## config.mk

```make
export PLATFORM = sky130hd
export DESIGN_NAME = mac_accumulator
export DESIGN_NICKNAME = d
export VERILOG_FILES = /design/src/rtl/mac_accumulator_pkg.sv /design/src/rtl/mac_accumulator_requant_sat.sv /design/src/rtl/mac_accumulator.sv
export SDC_FILE = /design/constraint.sdc
export NUM_CORES = 1
export LEC_CHECK = 0
export BUFFER_PORTS_ARGS = -buffer_cell sky130_fd_sc_hd__buf_2
export CORE_UTILIZATION = 44
export CTS_BUF_LIST = sky130_fd_sc_hd__clkbuf_4 sky130_fd_sc_hd__clkbuf_8
export CTS_CLUSTER_SIZE = 30
export DETAILED_ROUTE_END_ITERATION = 6
export PLACE_DENSITY_LB_ADDON = 0.1
export SYNTH_ARGS = -nofsm -noshare
export SYNTH_HDL_FRONTEND = slang
export SYNTH_HIERARCHICAL = 1
export SYNTH_SLANG_ARGS = --single-unit
```

## constraint.sdc

```tcl
create_clock -name clock -period 11 [get_ports clock]
set_clock_uncertainty 0.05 [all_clocks]
set_input_delay 2.2 -clock clock [delete_from_list [all_inputs] [get_ports clock]]
set_output_delay 2.2 -clock clock [all_outputs]
set_load 0.005 [all_outputs]
```

## src/rtl/mac_accumulator_pkg.sv

```systemverilog
// Shared constants, FSM state type and saturation helper for the MAC datapath.
package mac_accumulator_pkg;

  localparam int IN_W  = 16;
  localparam int ACC_W = 24;
  localparam int OUT_W = 8;
  localparam int CNT_W = 8;

  typedef enum logic {
    ACCUM = 1'b0,
    HOLD  = 1'b1
  } state_t;

  // Clamp a signed value to the range of a signed field 'width' bits wide (width <= 32).
  function automatic logic signed [31:0] sat_signed(input logic signed [31:0] value,
                                                    input int width);
    logic signed [31:0] hi;
    logic signed [31:0] lo;
    hi = (32'sd1 <<< (width - 1)) - 32'sd1;
    lo = -hi - 32'sd1;
    if (value > hi) return hi;
    if (value < lo) return lo;
    return value;
  endfunction

endpackage

```

## src/rtl/mac_accumulator_requant_sat.sv

```systemverilog
// Requantiser: round-half-up arithmetic right shift of the accumulator, saturated to OUT_W.
module mac_accumulator_requant_sat #(
  parameter int ACC_W = mac_accumulator_pkg::ACC_W,
  parameter int OUT_W = mac_accumulator_pkg::OUT_W
) (
  input  logic signed [ACC_W-1:0] acc_i,
  input  logic        [3:0]       shift_i,
  output logic signed [OUT_W-1:0] data_o
);
  import mac_accumulator_pkg::*;

  logic signed [ACC_W:0] wide;
  logic signed [ACC_W:0] rnd;
  logic signed [ACC_W:0] shifted;

  // One extra bit of headroom so adding the rounding constant cannot wrap.
  always_comb begin
    wide    = {acc_i[ACC_W-1], acc_i};
    rnd     = (ACC_W+1)'(1) << (shift_i - 4'd1);
    shifted = (shift_i == 4'd0) ? wide : ((wide + rnd) >>> shift_i);
    data_o  = OUT_W'(sat_signed(32'(shifted), OUT_W));
  end

endmodule

```

## src/rtl/mac_accumulator.sv

```systemverilog
// Group accumulator for the MAC product stream: saturating sum, beat count, requantised result.
//   state | meaning
//   ACCUM | accepting product beats, building the group sum
//   HOLD  | group result presented on io_out_*, waiting for io_out_ready
module mac_accumulator #(
  parameter int IN_W  = mac_accumulator_pkg::IN_W,
  parameter int ACC_W = mac_accumulator_pkg::ACC_W,
  parameter int OUT_W = mac_accumulator_pkg::OUT_W,
  parameter int CNT_W = mac_accumulator_pkg::CNT_W
) (
  input  logic                    clock,
  input  logic                    reset,
  input  logic                    io_in_valid,
  output logic                    io_in_ready,
  input  logic signed [IN_W-1:0]  io_in_data,
  input  logic                    io_in_last,
  input  logic        [3:0]       io_cfg_shift,
  output logic                    io_out_valid,
  input  logic                    io_out_ready,
  output logic signed [OUT_W-1:0] io_out_data,
  output logic signed [ACC_W-1:0] io_out_acc,
  output logic        [CNT_W-1:0] io_out_count,
  output logic                    io_out_overflow
);
  import mac_accumulator_pkg::*;

  localparam logic [CNT_W-1:0] CNT_MAX = '1;

  state_t                  state_q, state_d;
  logic signed [ACC_W-1:0] acc_q, acc_d;
  logic        [CNT_W-1:0] cnt_q, cnt_d;
  logic                    first_q, first_d;
  logic                    ovf_q, ovf_d;
  logic        [3:0]       shift_q, shift_d;
  logic signed [OUT_W-1:0] out_data_q, out_data_d;
  logic signed [ACC_W-1:0] out_acc_q, out_acc_d;
  logic        [CNT_W-1:0] out_cnt_q, out_cnt_d;
  logic                    out_ovf_q, out_ovf_d;

  logic signed [ACC_W-1:0] base;
  logic signed [ACC_W:0]   sum;
  logic                    sum_sat;
  logic signed [ACC_W-1:0] acc_new;
  logic        [3:0]       shift_new;
  logic signed [OUT_W-1:0] rq_data;

  // A 24+16 bit signed add fits in ACC_W+1 bits, so a sign-bit mismatch is the overflow flag.
  assign base      = first_q ? '0 : acc_q;
  assign sum       = {base[ACC_W-1], base} + {{(ACC_W+1-IN_W){io_in_data[IN_W-1]}}, io_in_data};
  assign sum_sat   = sum[ACC_W] != sum[ACC_W-1];
  assign acc_new   = ACC_W'(sat_signed(32'(sum), ACC_W));
  assign shift_new = first_q ? io_cfg_shift : shift_q;

  mac_accumulator_requant_sat #(.ACC_W(ACC_W), .OUT_W(OUT_W)) u_requant_sat (
    .acc_i  (acc_new),
    .shift_i(shift_new),
    .data_o (rq_data)
  );

  always_comb begin
    state_d    = state_q;
    acc_d      = acc_q;
    cnt_d      = cnt_q;
    first_d    = first_q;
    ovf_d      = ovf_q;
    shift_d    = shift_q;
    out_data_d = out_data_q;
    out_acc_d  = out_acc_q;
    out_cnt_d  = out_cnt_q;
    out_ovf_d  = out_ovf_q;
    case (state_q)
      ACCUM: begin
        if (io_in_valid) begin
          acc_d   = acc_new;
          shift_d = shift_new;
          cnt_d   = first_q ? CNT_W'(1) : ((cnt_q == CNT_MAX) ? cnt_q : cnt_q + CNT_W'(1));
          ovf_d   = (first_q ? 1'b0 : ovf_q) | sum_sat;
          first_d = 1'b0;
          if (io_in_last) begin
            out_data_d = rq_data;
            out_acc_d  = acc_new;
            out_cnt_d  = cnt_d;
            out_ovf_d  = ovf_d;
            state_d    = HOLD;
          end
        end
      end
      HOLD: begin
        if (io_out_ready) begin
          state_d = ACCUM;
          first_d = 1'b1;
        end
      end
      default: state_d = ACCUM;
    endcase
  end

  always_ff @(posedge clock or posedge reset) begin
    if (reset) begin
      state_q    <= ACCUM;
      acc_q      <= '0;
      cnt_q      <= '0;
      first_q    <= 1'b1;
      ovf_q      <= 1'b0;
      shift_q    <= '0;
      out_data_q <= '0;
      out_acc_q  <= '0;
      out_cnt_q  <= '0;
      out_ovf_q  <= 1'b0;
    end else begin
      state_q    <= state_d;
      acc_q      <= acc_d;
      cnt_q      <= cnt_d;
      first_q    <= first_d;
      ovf_q      <= ovf_d;
      shift_q    <= shift_d;
      out_data_q <= out_data_d;
      out_acc_q  <= out_acc_d;
      out_cnt_q  <= out_cnt_d;
      out_ovf_q  <= out_ovf_d;
    end
  end

  assign io_in_ready     = (state_q == ACCUM);
  assign io_out_valid    = (state_q == HOLD);
  assign io_out_data     = out_data_q;
  assign io_out_acc      = out_acc_q;
  assign io_out_count    = out_cnt_q;
  assign io_out_overflow = out_ovf_q;

endmodule

```

==> run metrics, run 1 <==
status=completed; antenna-violating nets left=0; Slew @ Worst Pin=approximately 930 ps; Final Max Slew Viols=0; first-pass GRT wire length=around 64,000 um; initial antenna violation count=0; Worst setup EP type=flip-flop; IO buf count=67; drt pass-1 iters=6; most used cell, CP=ha_1; io pins=slightly below 70; register bit total from synthesis=80; post-route setup TNS=0 ps; FF-to-FF End=io_out_data[3]$_DFFE_PP0P_; final net count=between 1.5k and 2k; Synth top area share=18.2%; Die X=around 160 um; Yosys Warn Count=6; mapped cell area=about 11,000 um2; vias per cell=approximately 6.5; unrepaired setup endpoints after global routing=no; Clock transition at path regs=~100 ps; worst skew pair latency=approximately 380 ps; via count=around 12k; drt total wl=40,500 um; layout cells sized above 1=around 13%; Setup Buffers After CTS=0; GRT overflow=0; Slew headroom=between 30% and 40%; final-report hold violation count=0; P&R area growth vs syn=6.15%; Sink Count=80; top_reg_cell synth=dfrtp_1; Post-synth EDFFs=0; CTS Buffer Depth=2; hold path cells=2; row cnt=57; minimum clock period=~10000 ps; drt wl/cell=about 22 um; Cell variety after synth=108; hold_sp=io_out_data[0]$_DFFE_PP0P_; WHS Endpoint=io_out_data[0]$_DFFE_PP0P_; Mean Syn Cell Area=just over 7 um2; r2r setup slk=1880 ps; largest net degree at the start of global routing=66; slowest CP cell=a2111oi_0; Synth Instances=roughly 1.5k; hold_buf cts=0; Residual DRC=0; Net Count, Synth=~1.6k; Period Utilization, post-route=around nine tenths; GP Congestion=0.978; vias in the first global route=~11k; CTS tree=built; most frequent cell after synthesis=nor2_1; critical path startpoint category=primary input; CP required=11,260 ps; Core Box Area=24,200 um2; type of the most critical hold path=reg -> reg; H-tree levels=3; CP Class=in -> reg; root buffer cell=clkbuf_8; 1st-iter DRT viols=~1.4k; Ant. Diodes=0; Critical Path Max Stage Delay=roughly 760 ps; largest area contributor in the netlist=dfrtp_1; CTS Buf Count=9; Fmax=0.100 GHz; sequential share of the synthesized area=roughly 18%; CTS resizes=0; hpwl dp=approximately 30,000 um; Area contributors post-synth=dfrtp_1 18%, nor2_1 7.5%, nand3_1 6.6%, nand2_1 5.3%, ha_1 5.0%; Worst EP arrival=slightly above 10,000 ps; R2R depth=29; die area=approximately 25,000 um2; max_cap viols=0; Final setup viols=0; Die Span Y=~160 um; R2R Path Start=first_q$_DFFE_PP1P_; worst-path fanout max=25; Post-synth top cells=218 x nor2_1, 152 x nand2_1, 143 x nand3_1, 80 x a21oi_1; Initial Utilization=44.8%; GR Util All Layers=31.5%; asr flop ratio synth=100%
kinds of logic (layout without fill, tap and decap cells):
| logic type | Yosys count | count (layout) | synth area share (%) |
|---|---|---|---|
| buffers and inverters | 152 | 144 | 6.03 |
| flip-flops | 80 | 80 | 18.4 |
| multiplexers | 37 | 37 | 4.00 |
| AND/OR/NAND/NOR | 759 | 759 | 34.7 |
| XOR/XNOR | 32 | 32 | 2.89 |
| AO/OA/AOI/OAI | 422 | 422 | 28.7 |
| adder cells (fa/ha/maj) | 45 | 45 | 5.32 |
area by class of cell:
type | count | area, um2
multi-input combinational | 1295 | 8230
clock buffer | 9 | 124
tap | 324 | 405
timing repair buffer | 95 | 546
sequential | 80 | 2000
inverter | 33 | 125
clock inverter | 7 | 106
fill | 2527 | 12700
registers in the layout (all words and copies together), names as in the netlist:
register and count:
shift_q 4, acc_q 24, first_q 1, io_out_overflow 1, io_out_valid 1, cnt_q 8
ovf_q 1, io_out_data 8, io_out_count 8, io_out_acc 24
per-stage QoR:
| step | cells | area [um2] | hold slack (ps) | util (%) | worst slack, ps |
|---|---|---|---|---|---|
| 3_3_place_gp | 1827 | 11300 | 406 | 46.6 | 1010 |
| 2_1_floorplan | 1527 | 10900 | 391 | - | 2030 |
| 3_5_place_dp | 1827 | 11300 | 414 | 46.6 | 819 |
| 6_report | 1843 | 11500 | 434 | 47.6 | 1010 |
| 5_1_grt | 1843 | 11500 | 463 | 47.6 | 456 |
| 4_1_cts | 1843 | 11500 | 435 | 47.6 | 1230 |
critical path, delay by kind of cell:
kind                       cells  cell delay [ps]
adders and majority gates      4             1320
xor gates and xnor gates       2              440
buffers and inverters          3              460
AOI/OAI and AO/OA             10             3490
and+or+nand+nor               10             2320
per-layer routing:
metal	GRT usage, %	wire length, um
met5	0	0
met4	16.2	2220
met3	3.31	2510
met2	50.4	18300
met1	42.2	17500
layout by cell type, fill, tap and decap left out, drive strengths merged, types with 17 or more instances in the layout:
cell type / Yosys / final
nand2: 152 / 152
a211oi: 28 / 28
a2111oi: 40 / 40
nor4: 39 / 39
nor3: 36 / 36
ha: 43 / 43
a21oi: 82 / 82
nor2b: 35 / 35
nand2b: 17 / 17
nand4: 25 / 25
dfrtp: 79 / 79
mux2i: 25 / 25
nor2: 221 / 221
xnor2: 17 / 17
and2: 22 / 22
a21o: 25 / 25
buf: 40 / 95
o211ai: 33 / 33
inv: 33 / 35
nand3: 143 / 143
o21ai: 74 / 74
how the worst max path moves through the flow:
stage,to,startpoint,cells after the start,slack [ps]
after CTS,io_out_data[2]$_DFFE_PP0P_,io_in_data[0],29,1230
after global routing,io_out_data[0]$_DFFE_PP0P_,io_in_data[0],29,460
after floorplan,io_out_data[0]$_DFFE_PP0P_,io_in_data[0],34,2030
final,io_out_data[3]$_DFFE_PP0P_,io_in_data[0],29,1010
after detailed placement,io_out_data[4]$_DFFE_PP0P_,io_in_data[0],29,820
after global placement,io_out_data[4]$_DFFE_PP0P_,io_in_data[0],29,1010
Power of run 1 is left out: the tool's default activity adds up to more than one toggle a clock period on the data nets, which glitch-free logic cannot reach.
==> run 2: changes to the inputs <==
- ABC_AREA: unset -> 1
- CAP_MARGIN: unset -> 20
- CORE_MARGIN: unset -> 10
==> run 2 against run 1 <==
  * Non-clock buffer count down 18
  * Routed wire length fell by 22%
  * Count of clock-buffer cells in the layout is the same
  * Critical path depth up 21
  * Flip-flop and latch count is the same
  * Via count shrank 15%
  * Utilization is 0.67 points higher
  * Highest routed layer unchanged
==> run metrics, run 2 <==
status=completed; vias per cell=around 5.2; top_reg_cell synth=dfrtp_1; minimum clock period=about 8600 ps; Synth Instances=between 1.5k and 2k; via count=about 10k; Worst setup EP type=flip-flop; layout cells sized above 1=11.7%; Synth top area share=around 28%; simple-gate area share of the yosys netlist=52.5%; CP required=between 10,000 and 15,000 ps; Slew headroom=around 34%; vias in the first global route=around 9.4k; Core Box Area=approximately 21,000 um2; CP startpoint=io_in_data[0]; R2R Path Start=first_q$_DFFE_PP1P_; GRT overflow=0; Net Count, Synth=roughly 1.7k; critical path startpoint category=primary input; initial antenna violation count=0; hpwl dp=25,000 um; Area contributors post-synth=nand2_1 28%, dfrtp_1 21%, nand3_1 9.6%, inv_1 8.7%, ha_1 5.8%; final-report hold violation count=0; drt total wl=31,500 um; io pins=~70; synthesized-area fraction occupied by adder cells=under 10%; largest family of logic cells by synthesized area=simple AND/OR/NAND/NOR gates; r2r setup slk=approximately 3000 ps; Fmax=approximately 0.12 GHz; Die Span Y=~170 um; hold path cells=2; CP Class=in -> reg; H-tree levels=3; 1st-iter DRT viols=between 900 and 1k; largest area contributor in the netlist=nand2_1; CTS Buf Count=9; P&R area growth vs syn=8.60%; hold_sp=io_out_acc[7]$_DFFE_PP0P_; Sink Count=80; most frequent cell after synthesis=nand2_1; worst skew pair latency=approximately 380 ps; Critical Path Max Stage Delay=roughly 400 ps; antenna-violating nets left=0; die area=roughly 27,000 um2; type of the most critical hold path=reg -> reg; CTS tree=built; most used cell, CP=nand2_1; Die X=approximately 170 um; GR Util All Layers=between 20 and 25%; Slew @ Worst Pin=~990 ps; Post-synth EDFFs=0; complex-gate fraction of the synthesized area=6.26%; CTS Buffer Depth=2; post-route setup TNS=0 ps; xor and xnor area share after synthesis=under 10%; Final Max Slew Viols=0; Mean Syn Cell Area=between 5 and 6 um2; Cell variety after synth=49; drt wl/cell=around 16 um; leading cell type in the layout, fill and taps excluded=nand2_1; Final Util=just under 50%; sequential share of the synthesized area=a little over a fifth; FF-to-FF End=io_out_data[6]$_DFFE_PP0P_; CTS resizes=0; root buffer cell=clkbuf_8; hold_buf cts=0; unrepaired setup endpoints after global routing=no; Initial Utilization=between 40% and 50%; R2R depth=51; Worst EP arrival=approximately 8800 ps; mapped cell area=between 9000 and 10,000 um2; Clock transition at path regs=~90 ps; first-pass GRT wire length=around 50,000 um; Setup Buffers After CTS=0; register bit total from synthesis=80; Yosys Warn Count=6; asr flop ratio synth=100%; worst-path fanout max=23; WHS Endpoint=io_out_acc[7]$_DFFE_PP0P_; Residual DRC=0; largest net degree at the start of global routing=around 80; Ant. Diodes=0; row cnt=53; max_cap viols=0; mux cell area share after synthesis=less than 1%; most frequent cells in the layout=680 x nand2_1, 213 x inv_1, 178 x nand3_1; final net count=1,744; slowest CP cell=fa_1; IO buf count=67; GP Congestion=~1; Period Utilization, post-route=roughly 80%; drt pass-1 iters=6; Final setup viols=0; Post-synth top cells=680 x nand2_1, 214 x inv_1, 178 x nand3_1, 133 x nor2_1, 79 x dfrtp_1
## run 2: worst max path at each step
stage | slack [ps] | to
finish | 2410 | io_out_data[6]$_DFFE_PP0P_
global route | 1760 | io_out_data[6]$_DFFE_PP0P_
CTS | 2500 | io_out_data[6]$_DFFE_PP0P_
detailed placement | 2100 | io_out_data[4]$_DFFE_PP0P_
global placement | 2230 | io_out_data[4]$_DFFE_PP0P_
floorplan | 3500 | io_out_data[0]$_DFFE_PP0P_
## run 2: critical path: cells and delay by family
kind | cells | cell delay (ps)
AND/OR/NAND/NOR | 36 | 3960
adder cells (fa/ha/maj) | 5 | 1490
buffers and inverters | 6 | 510
AO/OA/AOI/OAI | 2 | 380
XOR/XNOR | 1 | 240
## run 2: metal layers
| metal | GRT usage [%] | wire length, um | part of all wire, % |
|---|---|---|---|
| met3 | 2.70 | 2220 | 7.0 |
| met1 | 31.2 | 14100 | 45 |
| met5 | 0 | 0 | 0 |
| met2 | 37.6 | 14500 | 46 |
| met4 | 6.04 | 656 | 2.1 |
## run 2: cells by family (layout without fill, tap and decap cells)
| logic type | Yosys count | after routing |
|---|---|---|
| mux | 1 | 1 |
| flops | 80 | 80 |
| buf+inv | 283 | 329 |
| xor+xnor | 13 | 13 |
| compound gates | 100 | 100 |
| simple gates | 1111 | 1111 |
| fa+ha+maj | 45 | 45 |
## run 2: final cells by class
class	instances	area (um2)
inverters	236	887
repair buffers	77	430
flip-flops and latches	80	2000
clock buffers	9	124
clock inverters	7	109
fillers	2296	10800
multi-input cells	1270	6180
well taps	275	344
## run 2: through the flow
stage / hold slack (ps) / instance area, um2 / instances / setup WS (ps)
after detailed placement: 410 / 9820 / 1937 / 2100
after CTS: 439 / 10000 / 1953 / 2500
after global routing: 454 / 10100 / 1954 / 1760
final: 432 / 10100 / 1954 / 2410
after floorplan: 399 / 9280 / 1633 / 3500
after global placement: 410 / 9820 / 1937 / 2230
Power of run 2 is left out for the same reason.
==> run 3: changes to the inputs <==
- ABC_AREA: 1 -> 0
- clock period: 11 -> 7.3 ns (I/O delays scaled with it)
==> run 3 against run 2 <==
  * The flow now finishes with violations (setup timing)
  * Utilization rose by 15 points
  * Critical path type unchanged
  * Largest cell class unchanged
  * Sequential share of layout area down 6.9 points
  * Highest routed layer unchanged
  * Via count is 36% higher
  * Flip-flop and latch count is the same
  * Die area increased by 15%
  * Critical path depth down 20
==> run metrics, run 3 (synthesized netlist as in run 1, its figures left out) <==
r2r setup slk=80 ps; WHS Endpoint=io_out_data[0]$_DFFE_PP0P_; IO buf count=67; Initial Utilization=around 45%; die area=31,400 um2; FF-to-FF End=io_out_data[5]$_DFFE_PP0P_; slowest CP cell=mux4_2; CTS Buffer Depth=2; Worst EP arrival=approximately 7800 ps; delay-heaviest family, CP=simple AND/OR/NAND/NOR gates; layout cells sized above 1=a little under two fifths; final-report hold violation count=0; most frequent cells in the layout=401 x buf_4, 213 x nor2_1, 148 x nand2_1; Final setup viols=7; vias in the first global route=13.1k; drt pass-1 iters=7; met2 usage in global routing=between 40% and 50%; root buffer cell=clkbuf_8; vias per cell=between 6 and 7; Critical Path Max Stage Delay=about 510 ps; hpwl dp=around 36,000 um; final net count=about 2.0k; initial antenna violation count=1; minimum clock period=7490 ps; hold_sp=io_out_data[0]$_DFFE_PP0P_; CTS Buf Count=9; Clock transition at path regs=around 100 ps; critical path startpoint category=primary input; R2R depth=31; Slew @ Worst Pin=roughly 1100 ps; busiest grt layer=met2; drt wl/cell=about 22 um; Die X=177 um; GR Util All Layers=about 30%; final worst setup slack=-192 ps; unrepaired setup endpoints after global routing=yes; first-pass GRT wire length=~75,000 um; worst skew pair latency=~390 ps; R2R Path Start=first_q$_DFFE_PP1P_; drt total wl=roughly 48,000 um; GP Congestion=between 1 and 1.5; Die Span Y=177 um; Fin Hold WS=between 400 and 500 ps; CP required=7580 ps; hold_buf cts=0; status=finished, violations left; CP Class=in -> reg; Sink Count=80; Fmax=around 0.13 GHz; GR Layer Usage met1=between 40% and 50%; post-place setup slack=-851 ps; Slew headroom=24.8%; CTS tree=built; type of the most critical hold path=reg -> reg; Ant. Diodes=0; row cnt=between 50 and 60; leading cell type in the layout, fill and taps excluded=buf_4; 1st-iter DRT viols=~1.7k; via count=around 14k; post-route design area=roughly 15,000 um2; most used cell, CP=nand2_1; DP Area=between 10,000 and 15,000 um2; Residual DRC=0; Final Max Slew Viols=0; Core Box Area=approximately 24,000 um2; io pins=68; antenna-violating nets left=0; max_cap viols=0; P&R area growth vs syn=41.9%; Worst setup EP type=flip-flop; GRT overflow=0; CP Buf/Inv Count=5; largest net degree at the start of global routing=around 80; failing checks=setup timing; H-tree levels=3; met3 GRT Util=4.16%; hold path cells=2; worst-path fanout max=7; Period Utilization, post-route=103%; placed insts=between 2k and 2.5k; fin cells=about 2.2k
[run 3: cell types whose count changed in the layout (fill, tap and decap cells not counted), sizes merged, moves of 28 or more]
cell / delta
a2111oi: +40
a211oi: +28
a21oi: +48
buf: +397
inv: -201
nand2: -571
nand3: -45
nor2: +72
nor2b: +34
nor4: +38
o211ai: +30
[run 3: repair_timing]
| item | in CTS | in global routing |
|---|---|---|
| gates resized for setup | 78 | 71 |
| setup endpoints to repair | 7 | 7 |
| setup buffers | 28 | 14 |
| cloned | 2 | 0 |
| pin swaps | 47 | 48 |
[run 3: layout make-up]
| type | instances | area [um2] |
|---|---|---|
| Multi-Input combinational cell | 1296 | 9180 |
| Fill cell | 2213 | 8900 |
| Timing Repair Buffer | 475 | 3470 |
| Sequential cell | 80 | 2000 |
| Tap cell | 324 | 405 |
| Inverter | 33 | 125 |
| Clock buffer | 9 | 124 |
| Clock inverter | 7 | 109 |
[run 3: metrics by stage]
step / TNS, ps / util, %
after floorplan: -866 / -
after global placement: -6920 / 57.6
after detailed placement: -5910 / 57.6
after CTS: 0 / 61.2
after global routing: -2940 / 63.4
final: -1210 / 63.4
[run 3: worst register-to-register path, delay by kind of cell, from the launching register on]
kind,cells,cell delay (ps)
fa+ha+maj,3,770
compound gates,7,1520
xor+xnor,1,210
simple gates,13,2420
mux,2,820
flops,1,610
buf+inv,5,760
[run 3: layer usage]
| metal | wire length [um] | up-vias |
|---|---|---|
| met3 | 3910 | 91 |
| met1 | 21000 | 6698 |
| li1 | - | 6437 |
| met2 | 21900 | 659 |
| met4 | 1410 | 0 |
| met5 | 0 | - |
[run 3: worst max-delay path by stage]
stage	from	endpoint	slack (ps)	cells after the start
finish	io_in_data[4]	io_out_data[5]$_DFFE_PP0P_	-190	30
global route	io_in_data[4]	io_out_data[5]$_DFFE_PP0P_	-470	30
CTS	io_in_data[4]	io_out_data[6]$_DFFE_PP0P_	0.1	29
detailed placement	io_in_data[1]	io_out_data[6]$_DFFE_PP0P_	-850	32
global placement	io_in_data[1]	io_out_data[0]$_DFFE_PP0P_	-1010	30
floorplan	io_in_data[0]	io_out_data[0]$_DFFE_PP0P_	-130	34
Power of run 3 is left out for the same reason.
